**src/rtl/logic_op_pkg.sv**
```systemverilog
// ----------------------------------------------------------------------------
// logic_op_pkg
// Shared types for the logic-op arbiter slice.
//   op_e    : 2-bit bitwise op code carried on each request port.
//   state_e : control FSM states of the shared logic unit.
// ----------------------------------------------------------------------------
package logic_op_pkg;

    localparam int unsigned OP_W = 2;

    typedef enum logic [OP_W-1:0] {
        OP_AND  = 2'b00,
        OP_OR   = 2'b01,
        OP_XOR  = 2'b10,
        OP_NAND = 2'b11
    } op_e;

    typedef enum logic [1:0] {
        ST_IDLE = 2'b00,
        ST_EXEC = 2'b01,
        ST_RESP = 2'b10
    } state_e;

endpackage

```
**src/rtl/rr_arbiter.sv**
```systemverilog
// ----------------------------------------------------------------------------
// rr_arbiter
// Purely combinational round-robin pick. Scans i_ptr, i_ptr+1, ... modulo
// NUM_REQ and selects the first asserted request.
// Ports:
//   i_req      : request vector
//   i_ptr      : highest-priority index (must be < NUM_REQ)
//   o_grant    : one-hot grant, zero when no request
//   o_grant_id : index of the granted requester
//   o_any      : at least one request asserted
// ----------------------------------------------------------------------------
module rr_arbiter #(
    parameter int unsigned NUM_REQ = 4,
    parameter int unsigned ID_W    = 2
) (
    input  logic [NUM_REQ-1:0] i_req,
    input  logic [ID_W-1:0]    i_ptr,
    output logic [NUM_REQ-1:0] o_grant,
    output logic [ID_W-1:0]    o_grant_id,
    output logic               o_any
);

    localparam logic [ID_W:0] NUM_REQ_W = (ID_W + 1)'(NUM_REQ);

    logic [2*NUM_REQ-1:0] w_dbl;
    logic [NUM_REQ-1:0]   w_rot;
    logic [ID_W-1:0]      w_offset;
    logic [ID_W:0]        w_sum;
    logic [ID_W:0]        w_wrap;
    logic                 w_unused;

    // Rotate so that bit j of w_rot is request (i_ptr + j) mod NUM_REQ.
    assign w_dbl = {i_req, i_req} >> i_ptr;
    assign w_rot = w_dbl[NUM_REQ-1:0];

    // Lowest set bit of the rotated vector is the nearest requester to i_ptr.
    always_comb begin
        w_offset = '0;
        o_any    = 1'b0;
        for (int j = NUM_REQ - 1; j >= 0; j--) begin
            if (w_rot[j]) begin
                w_offset = ID_W'(j);
                o_any    = 1'b1;
            end
        end
    end

    // Undo the rotation: (i_ptr + offset) mod NUM_REQ without a divider.
    assign w_sum      = {1'b0, i_ptr} + {1'b0, w_offset};
    assign w_wrap     = (w_sum >= NUM_REQ_W) ? (w_sum - NUM_REQ_W) : w_sum;
    assign o_grant_id = w_wrap[ID_W-1:0];

    always_comb begin
        o_grant = '0;
        for (int i = 0; i < NUM_REQ; i++) begin
            o_grant[i] = o_any && (o_grant_id == ID_W'(i));
        end
    end

    assign w_unused = ^{w_dbl[2*NUM_REQ-1:NUM_REQ], w_wrap[ID_W]};

endmodule

```
**src/rtl/logic_op_arbiter.sv**
```systemverilog
// ----------------------------------------------------------------------------
// logic_op_arbiter
// One registered bitwise logic unit (AND/OR/XOR/NAND) shared by NUM_REQ
// requesters under round-robin arbitration. One transaction in flight at a
// time: IDLE (grant/capture) -> EXEC (compute) -> RESP (hold until accepted).
// Ports:
//   i_clk, i_rst_n   : clock, asynchronous active-low reset
//   i_req_valid      : per-requester valid
//   o_req_ready      : per-requester accept, one-hot or zero
//   i_req_a, i_req_b : packed operands, requester i at [i*WIDTH +: WIDTH]
//   i_req_op         : packed op codes, requester i at [i*2 +: 2]
//   o_rsp_valid      : result valid
//   i_rsp_ready      : downstream accepts result
//   o_rsp_id         : requester the result belongs to
//   o_rsp_y          : result
//   o_busy           : FSM not idle
//   o_txn_count      : completed responses, wraps
// ----------------------------------------------------------------------------
module logic_op_arbiter
    import logic_op_pkg::*;
#(
    parameter int unsigned NUM_REQ = 4,
    parameter int unsigned WIDTH   = 8,
    parameter int unsigned ID_W    = 2,
    parameter int unsigned CNT_W   = 16
) (
    input  logic                   i_clk,
    input  logic                   i_rst_n,
    input  logic [NUM_REQ-1:0]     i_req_valid,
    output logic [NUM_REQ-1:0]     o_req_ready,
    input  logic [NUM_REQ*WIDTH-1:0] i_req_a,
    input  logic [NUM_REQ*WIDTH-1:0] i_req_b,
    input  logic [NUM_REQ*2-1:0]   i_req_op,
    output logic                   o_rsp_valid,
    input  logic                   i_rsp_ready,
    output logic [ID_W-1:0]        o_rsp_id,
    output logic [WIDTH-1:0]       o_rsp_y,
    output logic                   o_busy,
    output logic [CNT_W-1:0]       o_txn_count
);

    state_e             r_state;
    state_e             w_state_nxt;
    logic [ID_W-1:0]    r_rr_ptr;
    logic [WIDTH-1:0]   r_a;
    logic [WIDTH-1:0]   r_b;
    op_e                r_op;
    logic [ID_W-1:0]    r_grant_id;
    logic               r_rsp_valid;
    logic [ID_W-1:0]    r_rsp_id;
    logic [WIDTH-1:0]   r_rsp_y;
    logic [CNT_W-1:0]   r_txn_count;

    logic [NUM_REQ-1:0] w_grant;
    logic [ID_W-1:0]    w_grant_id;
    logic               w_any;
    logic [WIDTH-1:0]   w_sel_a;
    logic [WIDTH-1:0]   w_sel_b;
    logic [1:0]         w_sel_op;
    logic               w_handshake;
    logic               w_accept;

    rr_arbiter #(
        .NUM_REQ (NUM_REQ),
        .ID_W    (ID_W)
    ) u_rr_arbiter (
        .i_req      (i_req_valid),
        .i_ptr      (r_rr_ptr),
        .o_grant    (w_grant),
        .o_grant_id (w_grant_id),
        .o_any      (w_any)
    );

    // Operand mux driven by the one-hot grant.
    always_comb begin
        w_sel_a  = '0;
        w_sel_b  = '0;
        w_sel_op = '0;
        for (int i = 0; i < NUM_REQ; i++) begin
            if (w_grant[i]) begin
                w_sel_a  = i_req_a[i*WIDTH +: WIDTH];
                w_sel_b  = i_req_b[i*WIDTH +: WIDTH];
                w_sel_op = i_req_op[i*2 +: 2];
            end
        end
    end

    // Next state and handshake decode. The grant only contains valid bits, so
    // presenting it as ready is itself the handshake.
    always_comb begin
        w_state_nxt = r_state;
        o_req_ready = '0;
        w_handshake = 1'b0;
        w_accept    = 1'b0;
        case (r_state)
            ST_IDLE: begin
                // Gated by reset so no requester sees ready while held in reset.
                if (w_any && i_rst_n) begin
                    o_req_ready = w_grant;
                    w_handshake = 1'b1;
                    w_state_nxt = ST_EXEC;
                end
            end
            ST_EXEC: begin
                w_state_nxt = ST_RESP;
            end
            ST_RESP: begin
                if (r_rsp_valid && i_rsp_ready) begin
                    w_accept    = 1'b1;
                    w_state_nxt = ST_IDLE;
                end
            end
            default: begin
                w_state_nxt = ST_IDLE;
            end
        endcase
    end

    always_ff @(posedge i_clk or negedge i_rst_n) begin
        if (!i_rst_n) begin
            r_state     <= ST_IDLE;
            r_rr_ptr    <= '0;
            r_a         <= '0;
            r_b         <= '0;
            r_op        <= OP_AND;
            r_grant_id  <= '0;
            r_rsp_valid <= 1'b0;
            r_rsp_id    <= '0;
            r_rsp_y     <= '0;
            r_txn_count <= '0;
        end else begin
            r_state <= w_state_nxt;

            if (w_handshake) begin
                r_a        <= w_sel_a;
                r_b        <= w_sel_b;
                r_op       <= op_e'(w_sel_op);
                r_grant_id <= w_grant_id;
            end

            if (r_state == ST_EXEC) begin
                case (r_op)
                    OP_AND:  r_rsp_y <= r_a & r_b;
                    OP_OR:   r_rsp_y <= r_a | r_b;
                    OP_XOR:  r_rsp_y <= r_a ^ r_b;
                    OP_NAND: r_rsp_y <= ~(r_a & r_b);
                    default: r_rsp_y <= r_a & r_b;
                endcase
                r_rsp_id    <= r_grant_id;
                r_rsp_valid <= 1'b1;
            end

            if (w_accept) begin
                r_rsp_valid <= 1'b0;
                r_txn_count <= r_txn_count + 1'b1;
                // Pointer moves only on accept: the requester just served
                // becomes lowest priority.
                if (r_grant_id == ID_W'(NUM_REQ - 1)) begin
                    r_rr_ptr <= '0;
                end else begin
                    r_rr_ptr <= r_grant_id + 1'b1;
                end
            end
        end
    end

    assign o_rsp_valid = r_rsp_valid;
    assign o_rsp_id    = r_rsp_id;
    assign o_rsp_y     = r_rsp_y;
    assign o_busy      = (r_state != ST_IDLE);
    assign o_txn_count = r_txn_count;

endmodule

```
**config.mk**
```make
export PLATFORM = sky130hd
export DESIGN_NAME = logic_op_arbiter
export DESIGN_NICKNAME = d
export VERILOG_FILES = /design/src/rtl/logic_op_pkg.sv /design/src/rtl/rr_arbiter.sv /design/src/rtl/logic_op_arbiter.sv
export SDC_FILE = /design/constraint.sdc
export NUM_CORES = 1
export LEC_CHECK = 0
export ABC_AREA = 1
export ABC_CLOCK_PERIOD_IN_PS = 6300
export CAP_MARGIN = 20
export CORE_MARGIN = 5
export CORE_UTILIZATION = 30
export DETAILED_ROUTE_END_ITERATION = 10
export PLACE_DENSITY_LB_ADDON = 0.1
export REMOVE_ABC_BUFFERS = 1
export SYNTH_ARGS = -nofsm -noshare
export SYNTH_HDL_FRONTEND = slang
export SYNTH_SLANG_ARGS = --single-unit
```
**constraint.sdc**
```tcl
create_clock -name i_clk -period 6.3 [get_ports i_clk]
set_input_delay 0.63 -clock i_clk [delete_from_list [all_inputs] [get_ports i_clk]]
set_output_delay 0.63 -clock i_clk [all_outputs]
set_load 0.05 [all_outputs]
```
==> out/results.ini <==
[timing]
setup-violations-final=0
fin_skew_ps=13.5
timing_max_transition_violations_final=0
max_freq_mhz=236
rsz0062_at_grt=false
finalSetupTns_ps=0
worst-slew-pin-transition_ps=786
finalHoldViolations=0
period_share_pct=67.2
worst_slew_margin_rel_pct=47.6
hold_ws_ps=432
timing.final.crit_period_ps=4240

[power_and_ir_drop]
power.density_nw_per_um2=486
power.leakage_nw=2.18
irDropWorstVdd_uv=378

[synthesis]
postSynthRegisterBits=51
synthesis.area_per_instance_sq_um=7.52
cell_count_after_synthesis=430
synthesized_cell_area_sq_um=3240
ys_types=29
seq_area_frac_synth_pct=39.4
yosysWarnings=0

[die]
design.die.area_sq_um=13000
effective_utilization_at_floorplan_pct=30.2
placement_rows=38
die_h_um=114
core_area_sq_um=10700
boundaryPins=111
die-width_um=114

[clocking]
bufs_on_longest_clock_path=2
worst_setup_hold_path_clk_slew_ps=90
clock_buffers_created_by_tritoncts=5
clk_root_buffer_cell=clkbuf_8
tritoncts_clock_tree=yes
postCtsResizedCells=0
hold_buffers=0
h-tree-depth=2
clkSinkCount=51
worst_skew_pair.late_latency_ps=300
post_cts_buffers=0

[worst_setup_path]
cp-end-kind=output pin
worst_setup_slack_for_register_to_register_paths_ps=3470
r2r_end=r_b[3]
crit_end=o_req_ready[1]
timing.critical_path.arrival_ps=3610
setup.worst_path.class=in2out
worstPathRequired_ps=5670
critPathLaunchType=primary input
crit_fanout=23
rr_worst_depth=13
crit-reg2reg-launch=r_rr_ptr[0]
cp-startpoint=i_req_valid[1]

[drt]
drt-pass1-iter-count=4
postRouteWirelength_um=8610
detail_route.wl_per_cell_um=12.8
dr_total_vias=3086
route.detailed.vias_per_inst=4.57
drt_iter0_drc=131
drcViolationCount=0
detail-route-antenna-nets=0

[global_route]
vias_in_the_first_global_route=3045
grt_pass1_wl_um=14200
grt_antenna_before_repair=0
grt_start_max_net_pins=53
grt_remaining_overflow=0
total_grt_usage_pct=13.3

[hold_path]
worstHoldPathType=in2async

[place]
place.detailed.hpwl_um=6880
gp_routability_congestion=0.778
portBuffers=110

[job]
cap_violations=0

[final_layout]
syn2layout_area_growth_pct=40.1
finish.net_count=632
final_layout_size_suffix_gt1_share_pct=4.49
diodes=0

[status]
run_status=finished, final reports clean

==> report_power, final <==
group          switching [mW]  leakage, nW  internal, mW
Clock                   0.106       0.0484        0.0902
Combinational           0.958         1.48         0.504
Sequential              0.103        0.656         0.440
==> synth_stat cells (all sizes together) <==
| master | n | share of area (%) |
|---|---|---|
| nand2 | 147 | 17 |
| xnor2 | 7 | 1.9 |
| xor2 | 8 | 2.2 |
| dfrtp | 51 | 39 |
| nor2 | 21 | 3.0 |
| o221ai | 7 | 1.9 |
| inv | 51 | 5.9 |
| nand3b | 1 | 0.23 |
| nand4 | 5 | 0.97 |
| a21boi | 1 | 0.23 |
| nand3 | 32 | 5.3 |
| a31oi | 2 | 0.39 |
| buf | 6 | 1.6 |
| a211oi | 1 | 0.23 |
| o21ai | 32 | 4.9 |
| o31ai | 1 | 0.23 |
| a21oi | 7 | 1.1 |
| o211ai | 18 | 4.2 |
| ha | 19 | 7.3 |
| clkbuf | 9 | 1.0 |
| nor3 | 4 | 0.62 |
==> through the flow <==
| step | std cells | total power [mW] | utilization, % | setup slack [ps] | instance area [sq um] |
|---|---|---|---|---|---|
| 4_1_cts | 675 | 2.23 | 42.4 | 2050 | 4530 |
| 5_1_grt | 675 | 2.43 | 42.4 | 1820 | 4530 |
| 6_report | 675 | 2.20 | 42.4 | 2060 | 4530 |
| 3_3_place_gp | 667 | 1.98 | 41.5 | 2130 | 4440 |
| 2_1_floorplan | 415 | 1.58 | - | 2500 | 3150 |
| 3_5_place_dp | 667 | 2.02 | 41.5 | 2080 | 4440 |
==> state kept, by name, summed over array words and instances, names as in the netlist, 2 cells and up <==
signal / count
r_a: 8
r_state: 2
o_rsp_id: 2
o_txn_count: 16
r_b: 8
r_op: 2
r_grant_id: 2
r_rr_ptr: 2
o_rsp_y: 8
==> how the worst min path moves through the flow <==
stage / to / slack, ps / depth (start not counted)
global placement: o_txn_count[15] / 460 / 1
global route: o_txn_count[6] / 490 / 2
CTS: o_rsp_valid / 460 / 2
finish: o_txn_count[6] / 430 / 2
floorplan: o_rsp_id[0] / 330 / 0
detailed placement: o_txn_count[15] / 470 / 1
==> per-layer routing <==
| layer | share of wire [%] | track usage [%] | wire length [um] | up-vias |
|---|---|---|---|---|
| met5 | 0 | 0 | 0 | - |
| met3 | 6.6 | 3.87 | 569 | 9 |
| met2 | 46 | 21.2 | 3920 | 82 |
| li1 | - | - | - | 1607 |
| met1 | 47 | 17.8 | 4030 | 1388 |
| met4 | 1.0 | 3.01 | 86 | 0 |
==> worst max-delay path, cell delays in order <==
cell and delay [ps]:
clkdlybuf4s50_1 480, nand2_1 80, nand3_1 100, nand2_1 80
nand3_1 70, a21boi_0 80, ha_1 800, nand2_2 210
nor3_1 220, clkdlybuf4s50_1 840
==> layout make-up <==
class                      count  area (sq um)
sequential                    51          1280
fill                        1074          6170
clock buffer                   7          86.3
clock inverter                 1          8.76
inverter                      51           191
multi-input combinational    313          1680
timing repair buffer         112          1110
tap                          140           175
==> cells by family (layout without fill, tap and decap cells) <==
group	count (synthesis)	in the layout	synth area share, %
fa+ha+maj	19	19	7.35
xor+xnor	15	15	4.06
simple gates	210	210	27.4
buf+inv	66	171	8.55
flops	51	51	39.4
compound gates	69	69	13.2
==> cells in the final DEF (no fill, tap or decap) <==
cell type          n
nor2_1            18
o21ai_0           28
inv_1             46
clkinv_4           1
o21ai_1            4
inv_2              5
ha_1              19
buf_4              2
dfrtp_1           51
a211oi_1           1
nand4_1            5
nor2_4             2
o31ai_1            1
a21oi_1            7
xor2_1             8
nand2_2            4
o221ai_1           7
clkdlybuf4s50_1  109
a21boi_0           1
nand3_2            2
nor3_1             4
xnor2_1            7
a31oi_1            2
o211ai_1          18
clkbuf_8           6
nand3b_1           1
nand3_1           30
clkbuf_1           1
nor2_2             1
buf_2              1
nand2_1          143
No activity file was read; power rests on OpenSTA's default activity.
